--- src/rtl/fetch_queue_unit.sv ---
// Instruction fetch front end: line requests to instcache, per-word filtering of
// empty/jump/halt words, and a valid/ready fetch queue of {inst, pc} entries.
module fetch_queue_unit #(
    parameter int unsigned       WORD_SIZE  = 32,
    parameter int unsigned       LINE_WORDS = 32,
    parameter int unsigned       ADDR_W     = 32,
    parameter int unsigned       FQ_DEPTH   = 4,
    parameter logic [ADDR_W-1:0] PC_RESET   = '0
) (
    input  logic                             clk,
    input  logic                             rst_n,
    output logic                             ic_req,
    output logic [ADDR_W-1:0]                ic_addr,
    input  logic                             ic_valid,
    input  logic [WORD_SIZE*LINE_WORDS-1:0]  ic_line,
    input  logic                             redirect,
    input  logic [ADDR_W-1:0]                redirect_pc,
    output logic                             iq_valid,
    output logic [WORD_SIZE-1:0]             iq_inst,
    output logic [ADDR_W-1:0]                iq_pc,
    input  logic                             iq_ready,
    output logic                             halted
);

    localparam int unsigned WB     = WORD_SIZE / 8;
    localparam int unsigned LB     = LINE_WORDS * WB;
    localparam int unsigned WB_LSB = $clog2(WB);
    localparam int unsigned IDX_W  = $clog2(LINE_WORDS);
    localparam int unsigned PTR_W  = $clog2(FQ_DEPTH);
    localparam int unsigned CNT_W  = PTR_W + 1;

    localparam logic [ADDR_W-1:0] WORD_MASK = ~ADDR_W'(WB - 1);
    localparam logic [ADDR_W-1:0] LINE_MASK = ~ADDR_W'(LB - 1);

    localparam logic [3:0] OP_EMPTY = 4'b0000;
    localparam logic [3:0] OP_HALT  = 4'b0001;
    localparam logic [3:0] OP_JUMP  = 4'b1110;

    typedef enum logic [1:0] {
        RST_WAIT,
        REQ,
        STREAM,
        HALT
    } state_t;

    state_t               state_q, state_d;
    logic [ADDR_W-1:0]    fetch_pc, pc_d;
    logic                 halted_q, halted_d;
    logic [WORD_SIZE-1:0] line_q [LINE_WORDS];

    logic [WORD_SIZE-1:0] inst_mem [FQ_DEPTH];
    logic [ADDR_W-1:0]    pc_mem   [FQ_DEPTH];
    logic [PTR_W-1:0]     wr_ptr, rd_ptr;
    logic [CNT_W-1:0]     count_q;

    logic [IDX_W-1:0]     widx;
    logic [WORD_SIZE-1:0] cur_word;
    logic [3:0]           opcode;
    logic [ADDR_W-1:0]    jump_pc;
    logic                 last_word;
    logic                 load_line, push, pop, advance, has_space;

    // The word index is the word offset of fetch_pc, which advances in lockstep.
    assign widx      = fetch_pc[WB_LSB +: IDX_W];
    assign cur_word  = line_q[widx];
    assign opcode    = cur_word[WORD_SIZE-1 -: 4];
    assign jump_pc   = ADDR_W'(cur_word[27:0]) & WORD_MASK;
    assign last_word = (widx == '1);

    assign iq_valid  = (count_q != '0) && !redirect;
    assign pop       = iq_valid && iq_ready;
    assign has_space = (count_q != CNT_W'(FQ_DEPTH)) || pop;

    assign ic_req    = (state_q == REQ);
    assign ic_addr   = ic_req ? (fetch_pc & LINE_MASK) : '0;
    assign iq_inst   = (count_q != '0) ? inst_mem[rd_ptr] : '0;
    assign iq_pc     = (count_q != '0) ? pc_mem[rd_ptr] : '0;
    assign halted    = halted_q;

    always_comb begin
        state_d   = state_q;
        pc_d      = fetch_pc;
        halted_d  = halted_q;
        load_line = 1'b0;
        push      = 1'b0;
        advance   = 1'b0;
        if (redirect) begin
            state_d  = REQ;
            pc_d     = redirect_pc & WORD_MASK;
            halted_d = 1'b0;
        end else begin
            case (state_q)
                RST_WAIT: state_d = REQ;
                REQ: begin
                    if (ic_valid) begin
                        load_line = 1'b1;
                        state_d   = STREAM;
                    end
                end
                STREAM: begin
                    if (has_space) begin
                        case (opcode)
                            OP_EMPTY: advance = 1'b1;
                            OP_JUMP: begin
                                pc_d    = jump_pc;
                                state_d = REQ;
                            end
                            OP_HALT: begin
                                push     = 1'b1;
                                state_d  = HALT;
                                halted_d = 1'b1;
                            end
                            default: begin
                                push    = 1'b1;
                                advance = 1'b1;
                            end
                        endcase
                        if (advance) begin
                            pc_d = fetch_pc + ADDR_W'(WB);
                            if (last_word) state_d = REQ;
                        end
                    end
                end
                HALT:    state_d = HALT;
                default: state_d = RST_WAIT;
            endcase
        end
    end

    always_ff @(posedge clk or negedge rst_n) begin
        if (!rst_n) state_q <= RST_WAIT;
        else        state_q <= state_d;
    end

    always_ff @(posedge clk or negedge rst_n) begin
        if (!rst_n) begin
            fetch_pc <= PC_RESET & WORD_MASK;
            halted_q <= 1'b0;
            count_q  <= '0;
            wr_ptr   <= '0;
            rd_ptr   <= '0;
        end else begin
            fetch_pc <= pc_d;
            halted_q <= halted_d;
            if (redirect) begin
                count_q <= '0;
                wr_ptr  <= '0;
                rd_ptr  <= '0;
            end else begin
                count_q <= count_q + CNT_W'(push) - CNT_W'(pop);
                if (push) wr_ptr <= wr_ptr + PTR_W'(1);
                if (pop)  rd_ptr <= rd_ptr + PTR_W'(1);
            end
        end
    end

    always_ff @(posedge clk) begin
        if (load_line) begin
            for (int unsigned k = 0; k < LINE_WORDS; k++) begin
                line_q[k] <= ic_line[(LINE_WORDS-1-k)*WORD_SIZE +: WORD_SIZE];
            end
        end
        if (push) begin
            inst_mem[wr_ptr] <= cur_word;
            pc_mem[wr_ptr]   <= fetch_pc;
        end
    end

endmodule
--- config.mk ---
export PLATFORM = sky130hd
export DESIGN_NAME = fetch_queue_unit
export DESIGN_NICKNAME = d
export VERILOG_FILES = /design/src/rtl/fetch_queue_unit.sv
export SDC_FILE = /design/constraint.sdc
export NUM_CORES = 1
export LEC_CHECK = 0
export BUFFER_PORTS_ARGS = -buffer_cell sky130_fd_sc_hd__buf_2
export CAP_MARGIN = 0
export CORE_AREA = 2 2 455 457
export DETAILED_ROUTE_END_ITERATION = 10
export DIE_AREA = 0 0 457 459
export SETUP_SLACK_MARGIN = 0.2
export SYNTH_ARGS = -nofsm -noshare
export SYNTH_HDL_FRONTEND = slang
export SYNTH_SLANG_ARGS = --single-unit
--- constraint.sdc ---
create_clock -name clk -period 25.3 [get_ports clk]
set_input_delay 5.06 -clock clk [delete_from_list [all_inputs] [get_ports clk]]
set_output_delay 5.06 -clock clk [all_outputs]
set_load 0.1 [all_outputs]
## Word-level counts from Yosys, hierarchy flattened

Memories as Yosys holds them, arrays and structs flattened.
Index checks and enable logic that the tools add are counted.

- Logic and storage cells: 80
- Bits of input ports: 1,061
- Memories: 3
- RAM bits: 1,280
- Register bits after elaboration: 42
- Output and inout bits: 99

- Reductions and logical operators: 18
- Add/sub/neg operators: 5
- Mux-type cells: 39
- Eq/ne operators: 9

Memory list:

| memory | words | bits a word | read ports | clocked after memory_dff | wr ports | RTL line | RTL |
|---|---|---|---|---|---|---|---|
| line_q | 32 | 32 | 1 | 0 | 32 | 49 | `logic [WORD_SIZE-1:0] line_q [LINE_WORDS];` |
| inst_mem | 4 | 32 | 1 | 0 | 1 | 51 | `logic [WORD_SIZE-1:0] inst_mem [FQ_DEPTH];` |
| pc_mem | 4 | 32 | 1 | 0 | 1 | 52 | `logic [ADDR_W-1:0] pc_mem [FQ_DEPTH];` |

Operators by type and width:

| kind | count |
|---|---|
| 32-bit 2-to-1 mux | 8 |
| 32-bit by 3-bit adder with 32-bit output (second input constant) | 1 |
| 1-bit 2-to-1 mux | 19 |
| 2-bit 2-to-1 mux | 9 |
| 2-bit nonzero test | 5 |
| 2-bit case mux with 4 select lines | 1 |
| 3-bit inequality test (second input constant) | 2 |
| 3-bit AND reduction | 2 |
| 3-bit nonzero test | 2 |
| 5-bit equality test (second input constant) | 1 |
| 2-bit by 1-bit adder with 2-bit output (second input constant) | 2 |
| 2-bit equality test (second input constant) | 2 |
| 4-bit by 1-bit equality test with 1-bit output (second input constant) | 1 |
| 4-bit equality test (second input constant) | 1 |
| 4-bit logical NOT | 1 |
| 2-bit case mux with 2 select lines | 1 |
| 2-bit OR reduction | 2 |
| 3-bit by 1-bit adder with 3-bit output | 1 |
| 3-bit 2-to-1 mux | 1 |
| 3-bit by 1-bit inequality test with 1-bit output (second input constant) | 1 |
| 3-bit by 1-bit subtractor with 3-bit output | 1 |
| 2-bit by 1-bit equality test with 1-bit output (second input constant) | 1 |
| 1-bit logical AND | 2 |
| 2-bit logical NOT | 1 |
| 3 further kinds | 3 |

## Depth between registers and ports, before layout

Gate-level depths: netlist of the first run.

- Depth after elaboration: 11
- Depth in mapped cells: 18

## Worst setup path before layout of the first run

OpenSTA, ideal clock, no wires.

- Path kind: in2reg
- Start: input redirect
- End: memory line_q[0][0] (enable)
- Path buffers: 3
- Arrival: 29,008 ps
- Setup slack: -5,249 ps
- Setup time: 1,541 ps
- Required time: 23,759 ps
- Stages: 5
- Cells stage by stage: clkbuf_1 > inv_1 > clkbuf_1 > clkbuf_1 > and3_1

RTL lines:

| what | RTL line | RTL |
|---|---|---|
| start: declaration | 16 | `input logic redirect,` |
| end: declaration | 49 |  |

## Worst setup path in the final report of the first run

- Start: input redirect
- End: output iq_valid

- Word-level cells in the longest chain between the ends: 2

RTL lines:

| what | RTL line | RTL |
|---|---|---|
| 1-bit logical NOT | 70 | `assign iq_valid = (count_q != '0) && !redirect;` |
| 1-bit logical AND | 70 |  |
| end: declaration | 18 | `output logic iq_valid,` |

Every way passes these cells.

==> results of run 1 <==
-- through the flow --
step,util (%),instances,power (uW)
final,31.5,6392,5690
after global routing,31.5,6371,5890
after CTS,31.5,6351,5770
after detailed placement,29.2,6079,3680
after global placement,29.2,6079,3670
after floorplan,-,2323,3330
-- cell families (layout without fill, tap and decap cells) --
family	count (synthesis)	after routing	share of synthesized area [%]
fa+ha+maj	9	9	0.235
buf+inv	145	1469	1.28
compound gates	93	93	1.26
flops	1312	1312	76.7
simple gates	314	314	3.09
mux	421	421	17.1
xor+xnor	20	20	0.343
other cells	1	50	0.00733
-- placed cells by master (no fill, tap or decap), types with 22 or more instances in the layout --
cell and count:
sky130_fd_sc_hd__and2_1 98, sky130_fd_sc_hd__buf_2 1148, sky130_fd_sc_hd__buf_4 34, sky130_fd_sc_hd__clkbuf_1 40, sky130_fd_sc_hd__clkbuf_16 148, sky130_fd_sc_hd__clkinv_1 22
sky130_fd_sc_hd__clkinv_2 26, sky130_fd_sc_hd__dfrtp_1 34, sky130_fd_sc_hd__diode_2 41, sky130_fd_sc_hd__edfxtp_1 1272, sky130_fd_sc_hd__mux2i_1 53, sky130_fd_sc_hd__mux4_2 362
sky130_fd_sc_hd__nand2_1 127, sky130_fd_sc_hd__nor2_1 22
-- how the worst max path moves through the flow --
stage	startpoint	to	slack, ns
after floorplan	redirect	line_q[0][0]	6.64
after global placement	redirect	iq_valid	13.67
after detailed placement	redirect	iq_valid	13.71
after CTS	redirect	iq_valid	13.71
after global routing	redirect	iq_valid	13.63
final	redirect	iq_valid	13.67
-- critical path, cell delays in order --
cell	delay, ns
sky130_fd_sc_hd__buf_2	0.11
sky130_fd_sc_hd__buf_4	0.32
sky130_fd_sc_hd__inv_1	0.12
sky130_fd_sc_hd__buf_4	0.30
sky130_fd_sc_hd__and2_1	0.20
sky130_fd_sc_hd__buf_2	0.43
-- flip-flops by register name, indices dropped and copies added (netlist names) --
| signal | flops |
|---|---|
| line_q | 1024 |
| inst_mem | 128 |
| pc_mem | 120 |
| fetch_pc | 30 |
| count_q | 3 |
| rd_ptr | 2 |
| state_q | 2 |
| wr_ptr | 2 |
| halted | 1 |
-- power by group through the flow --
stage                     Sequential [uW]  Clock, uW  Combinational [uW]
after CTS                            2570       2140                1060
after floorplan                      2620          0                 709
after detailed placement             2620          0                1060
final                                2570       2080                1040
after global routing                 2580       2220                1100
after global placement               2610          0                1050
-- layer usage --
metal  up-vias  share of wire, %  routed length (um)  GRT usage [%]
li1      12146                 -                   -              -
met5         -              0.21                 362              0
met1     14828                40               70200           20.4
met3       274               9.2               15900           5.36
met2      1438                48               83100           26.0
met4        58               2.4                4260           4.67
-- cell type report --
cell class,count,area (um^2)
well taps,2704,3380
clock buffers,192,3910
inverters,11,47.5
repair buffers,1186,6080
flip-flops and latches,1312,39200
diodes,41,103
clock inverters,80,749
multi-input cells,866,11300
fillers,19968,141000
==> summary by stage, run 1 <==
Setup path
For the worst flop-to-flop path, the logic depth is 16. At the worst endpoint, the arrival time is 6.57 ns. The endpoint type of the worst setup path is an output port. The required time reported for the critical path endpoint is 20.24 ns. The worst setup path is launched from an input port. The biggest fanout along the worst timing path is 56. Across all register-to-register paths, the minimum setup slack is 19.76 ns. The worst reg2reg path startpoint is fetch_pc[2].

The endpoint of the lowest-slack register-to-register path is count_q[2]. By startpoint and endpoint, the worst setup path is classified as in2out.

Cells and area
The fraction of layout cells with a size suffix above 1 is 48.9%. After the last flow step, the layout net total stands at 4594. The synthesis-to-layout area growth is 26.8%. Once layout is done, the placed cells without fillers occupy 64800 um^2.

Global route
The remaining global-route overflow is 0. Global routing used 16.0% of the available tracks. Entering global routing, the biggest net connects 196 pins. The number of antenna violations at the first check in global routing is 98. The number of global-route vias before repair is 29483. The first global-routing pass estimated 234000 um of wire.

Detailed routing
The average wire per cell in the routed design is 27.2 um. The number of optimization iterations in the first detailed-route pass is 5. The count of unresolved DRC violations after routing is 0. The total length of routed wires is 174000 um.

After the first detailed-routing iteration, the DRC count stood at 3024. Using the TritonRoute via totals, the vias-per-cell ratio works out to 4.50. Across all layers, the routed design uses 28744 vias. The number of nets with antenna violations after detailed routing is 0.

Logic synthesis
Counting flops with a built-in enable in the synthesized netlist gives 1272. In the synthesized netlist the async set-or-reset flop fraction comes to 3.05%. By count the netlist is led by 1272 x sky130_fd_sc_hd__edfxtp_1, 362 x sky130_fd_sc_hd__mux4_2, 127 x sky130_fd_sc_hd__nand2_1. The top cell type's share of synthesized area is 74.7%. The prevailing post-synth register cell is sky130_fd_sc_hd__edfxtp_1. Counting distinct cell types in the post-synthesis netlist gives 54. After synthesis, flip-flops and latches occupy 76.7% of the total area. The number of warning messages in the yosys log is 0.

The most repeated cell in the gate-level netlist after synthesis is sky130_fd_sc_hd__edfxtp_1. The number of instances in the synthesized netlist is 2315. The synthesis-stage register bit count is 1312. By area the synthesized netlist is led by sky130_fd_sc_hd__edfxtp_1 75%, sky130_fd_sc_hd__mux4_2 16%, sky130_fd_sc_hd__dfrtp_1 2.0%, sky130_fd_sc_hd__and2_1 1.2%, sky130_fd_sc_hd__mux2i_1 1.0%. After synthesis, the mean cell area works out to 22.1 um^2. After synthesis the cells add up to 51100 um^2. The largest area contributor in the synthesized netlist is sky130_fd_sc_hd__edfxtp_1.

Job
The max-capacitance violation count is 0.

CTS
The level count of the clock H-tree is 4. The TritonCTS buffer count is 147. The clock latency on the worst-skew pair is 0.78 ns. The CTS tree is built.

The clock-pin transition on the worst setup and hold timing paths is 0.06 ns. Post-CTS repair changed the size of 0 cells. The post-CTS setup repair buffer count is 0. Buffers inserted to repair hold after CTS numbered 0. The clock passes through at most 3 buffers. The root buffer selected by CTS is sky130_fd_sc_hd__clkbuf_16. For this design, the sink count on the clock tree is 1312.

Pwr
The register share of total power is 45.2%. Combinational cells account for 18.3% of the total power. The highest ir drop seen on vdd is 0.0000631 V. The power density over the cells is 87.7 nW/um^2. The net switching power of the design is 1680 uW.

The cell leakage power is 0.0230 uW. The internal power of the cells totals 4000 uW. The share of power burned in the clock network is 36.5%. The proportion of total power due to net switching is 29.6%.

STA
The slew at the pin closest to its max-slew limit is 1.16 ns. Setup repair after global routing left no endpoint under its margin. In the final timing run, aggregate negative setup slack is 0 ns. Setup violations remaining at the end of the flow were counted as 0.

The smallest clock period supported by the final layout is computed as 11.63 ns. In the finished design, the share of the clock period the worst path needs comes to 46.0%. The worst hold margin is 0.589 ns. Derived from the worst setup path, the maximum achievable clock frequency is 0.0860 GHz. The final count of pins violating max slew is 0. The worst pin sits at a relative slew slack of 22.9%. The total count of hold-check failures in the final report is 0. Setup slack closes at 13.67 ns.

Clock skew on the completed layout was measured at 0.0331 ns.

Placement
Summing all placed instances gives a cell area of 60100 um^2. Input and output buffers added on the ports amount to 1148. The setup slack at placement is 13.71 ns. The final RePlAce weighted congestion is 0.860. The HPWL after detailed placement is 129000 um.

Outcome
The run finished with clean final reports.

Min path
The hold path endpoint is pc_mem[2][31]. The worst hold path class is reg2reg. Counting instances, the worst hold path has a depth of 0. The startpoint of the most critical hold path is fetch_pc[31].

Floorplan
The die footprint is 210000 um^2. In this run the core area contains 167 standard-cell rows. The width of the chip is 457 um.

The core region is 206000 um^2. The number of top-level pins is 1160. For this configuration, the core starts out at a cell density of 24.9%.

In this run the vertical extent of the chip is 459 um.
Power figures use the tool's default switching activity.
==> run 2, diff against run 1 <==
==> constraint.sdc (replaced) <==
create_clock -name clk -period 11.1 [get_ports clk]
set_input_delay 2.22 -clock clk [delete_from_list [all_inputs] [get_ports clk]]
set_output_delay 2.22 -clock clk [all_outputs]
set_load 0.1 [all_outputs]
==> run 2 against run 1 <==
- clock skew grew 0.0016 ns
- clock power increased by 130%
- core utilization barely moved
- final area about the same
- sequential power rose by 130%
- largest cell class unchanged
- highest routed layer unchanged
==> summary by stage, run 2 (synthesized netlist as in run 1, its figures left out) <==
Setup path
The required time reported for the critical path endpoint was 8.88 ns (was 20.24 ns). The arrival time reported for the critical path endpoint is 3.61 ns (was 6.57 ns). The count of cells along the worst register-to-register path is 17 (was 16).

The endpoint type of the worst setup path is an output port (unchanged). The kind of critical path is in2out (unchanged). The worst reg2reg path startpoint is fetch_pc[4] (was fetch_pc[2]). The internal reg-to-reg setup slack is 5.60 ns (was 19.76 ns). The type of origin of the critical path is an input port (unchanged). The biggest fanout along the worst timing path is 20 (was 56). The endpoint of the lowest-slack register-to-register path is count_q[2] (unchanged).

Detailed routing
The total length of routed wires is 173000 um (was 174000 um). The per-cell via count in the routed design is 4.48 (was 4.50). The average wire per cell in the routed design is 27.1 um (was 27.2 um). The count of unresolved DRC violations after routing is 0 (unchanged).

The number of design-rule violations left by the first detailed-router iteration was 2957 (was 3024). The number of vias in the routed layout is 28608 (was 28744). The number of nets with antenna violations after detailed routing is 0 (unchanged). The number of optimization iterations in the first detailed-route pass is 5 (unchanged).

CTS
The number of clock sinks is 1312 (unchanged). The root buffer selected by CTS was sky130_fd_sc_hd__clkbuf_16 (unchanged). The post-CTS setup repair buffer count is 0 (unchanged).

The largest buffer count on any clock path was 3 (unchanged). The clock latency on the worst-skew pair came to 0.79 ns (was 0.78 ns). The TritonCTS buffer count is 144 (was 147). The post-cts hold buffer count is 0 (unchanged). The number of instances resized during post-cts repair was 0 (unchanged).

The CTS tree is built (unchanged). The clock-pin transition on the worst setup and hold timing paths is 0.06 ns (about the same). The level count of the clock H-tree came to 4 (unchanged).

Pwr
The power density over the cells is 199 nW/um^2 (was 87.7 nW/um^2). The total power is 12900 uW (was 5690 uW). The highest ir drop seen on vdd is 0.000165 V (was 0.0000631 V).

The cell leakage power is 0.0230 uW (about the same).

Floorplan
The count of standard-cell rows was 167 (unchanged). The overall die height is 459 um (unchanged). The placeable core region is 206000 um^2 (unchanged).

The width of the chip came to 457 um (unchanged). The number of top-level pins is 1160 (unchanged). The effective utilization at floorplan came to 24.9% (unchanged). The die footprint is 210000 um^2 (unchanged).

STA
Unrepaired setup endpoints after global routing: false (unchanged). The worst clock skew is 0.0346 ns (was 0.0331 ns). After layout, the minimum clock period comes to 5.83 ns.

Dividing the final minimum period by the clock period gives 52.5%. The slew at the pin closest to its max-slew limit came to 1.09 ns (was 1.16 ns). The final sum of negative setup slack was 0 ns (unchanged).

For this run, the top clock speed supported by timing is 0.172 GHz. The final count of pins violating max slew was 0 (unchanged). The relative slew slack is 27.6% (was 22.9%). The count of final setup violators is 0 (unchanged). The total count of hold-check failures in the final report was 0 (unchanged).

Global route
The overall global routing resource usage is 16.0% (about the same). The global-route wire length before repair is 232000 um (was 234000 um). The maximum number of pins on one net before global-route repair came to 186 (was 196). The remaining global-route overflow is 0 (unchanged). The number of antenna violations at the first check in global routing is 97 (was 98). The number of global-route vias before repair came to 29346 (was 29483).

Cells and area
The flip-flop count of the largest register, all copies and words added is 1024 (unchanged). The most common cell after layout, fill and taps aside is sky130_fd_sc_hd__edfxtp_1 (unchanged). The register containing the most flip-flops in the final layout is line_q (unchanged). The count of filler cells inserted in the layout is 20020 (was 19968). The share of the core filled with cells came to 31.5% (about the same). The area taken by flip-flops and latches was 39200 um^2 (unchanged). The fraction of layout cells with a size suffix above 1 is 48.7% (was 48.9%). Leading cell types in the layout, fill and taps excluded: 1272 x sky130_fd_sc_hd__edfxtp_1, 1148 x sky130_fd_sc_hd__buf_2, 362 x sky130_fd_sc_hd__mux4_2, 144 x sky130_fd_sc_hd__clkbuf_16, 127 x sky130_fd_sc_hd__nand2_1 (was 1272 x sky130_fd_sc_hd__edfxtp_1, 1148 x sky130_fd_sc_hd__buf_2, 362 x sky130_fd_sc_hd__mux4_2, 148 x sky130_fd_sc_hd__clkbuf_16, 127 x sky130_fd_sc_hd__nand2_1). The synthesis-to-layout area growth came to 26.8% (about the same). The final layout net count was 4588 (was 4594). The summed area of non-filler cells in the final layout is 64800 um^2 (about the same).

The multi-input logic area is 11300 um^2 (about the same). The number of standard cells in the layout, taps in and fillers out is 6379 (was 6392). Registers with the highest flip-flop counts: line_q x1024, inst_mem x128, pc_mem x120 (unchanged).

Placement
The total placed cells including tap cells is 6076 (was 6079). The area of placed instances is 60100 um^2 (about the same). The final RePlAce weighted congestion was 0.863 (was 0.860). The HPWL after detailed placement is 128000 um (was 129000 um).

The number of input and output port buffers inserted is 1148 (unchanged).

Outcome
Outcome: complete, no violations (unchanged).

Min path
The worst hold path class is reg2reg (unchanged). The hold path endpoint was state_q[1] (was pc_mem[2][31]). The number of cells on the worst hold path is 2 (was 0).

The startpoint of the most critical hold path is state_q[0] (was fetch_pc[31]).

Job
The max-capacitance violation count was 0 (unchanged).
run 2: cell types whose count changed in the layout (fill, tap and decap cells not counted), sizes merged:
cell / change
bufinv: +3
inv: -2
clkinv: -4
clkinvlp: +2
clkbuf: -16
buf: -3
diode: +7
run 2: through the flow:
step | setup WS (ns) | hold slack [ns]
floorplan | 0.381 | 0.471
global placement | 5.30 | 0.567
detailed placement | 5.30 | 0.581
CTS | 5.17 | 0.587
global route | 5.08 | 0.638
finish | 5.27 | 0.587
run 2: routing by layer:
layer | wire (um) | global-route usage (%)
met4 | 4260 | 4.44
met2 | 82800 | 26.0
met5 | 368 | 0
met1 | 68700 | 20.4
met3 | 16600 | 5.15
run 2: critical path, stage by stage:
cell and delay [ns]:
sky130_fd_sc_hd__buf_2 0.10, sky130_fd_sc_hd__inv_1 0.63, sky130_fd_sc_hd__and2_1 0.22, sky130_fd_sc_hd__buf_2 0.42
run 2: power by group:
group	total, uW	internal [uW]	switching (uW)
clock	4690	2650	2040
combinational	2360	745	1620
sequential	5850	5720	136
run 2: worst max path at each step:
stage,start,slack (ns),end
after floorplan,redirect,0.38,line_q[0][0]
after global placement,redirect,5.30,iq_valid
after detailed placement,redirect,5.30,iq_valid
after CTS,rd_ptr[0],5.17,iq_inst[15]
after global routing,rd_ptr[0],5.08,iq_inst[3]
final,redirect,5.27,iq_valid
run 2: layout make-up:
class / instances / share of cell area, %
sequential: 1312 / 60.5
multi-input combinational: 866 / 17.5
timing repair buffer: 1183 / 9.41
clock buffer: 176 / 5.78
tap: 2704 / 5.22
clock inverter: 79 / 1.34
antenna: 48 / 0.185
inverter: 11 / 0.0734
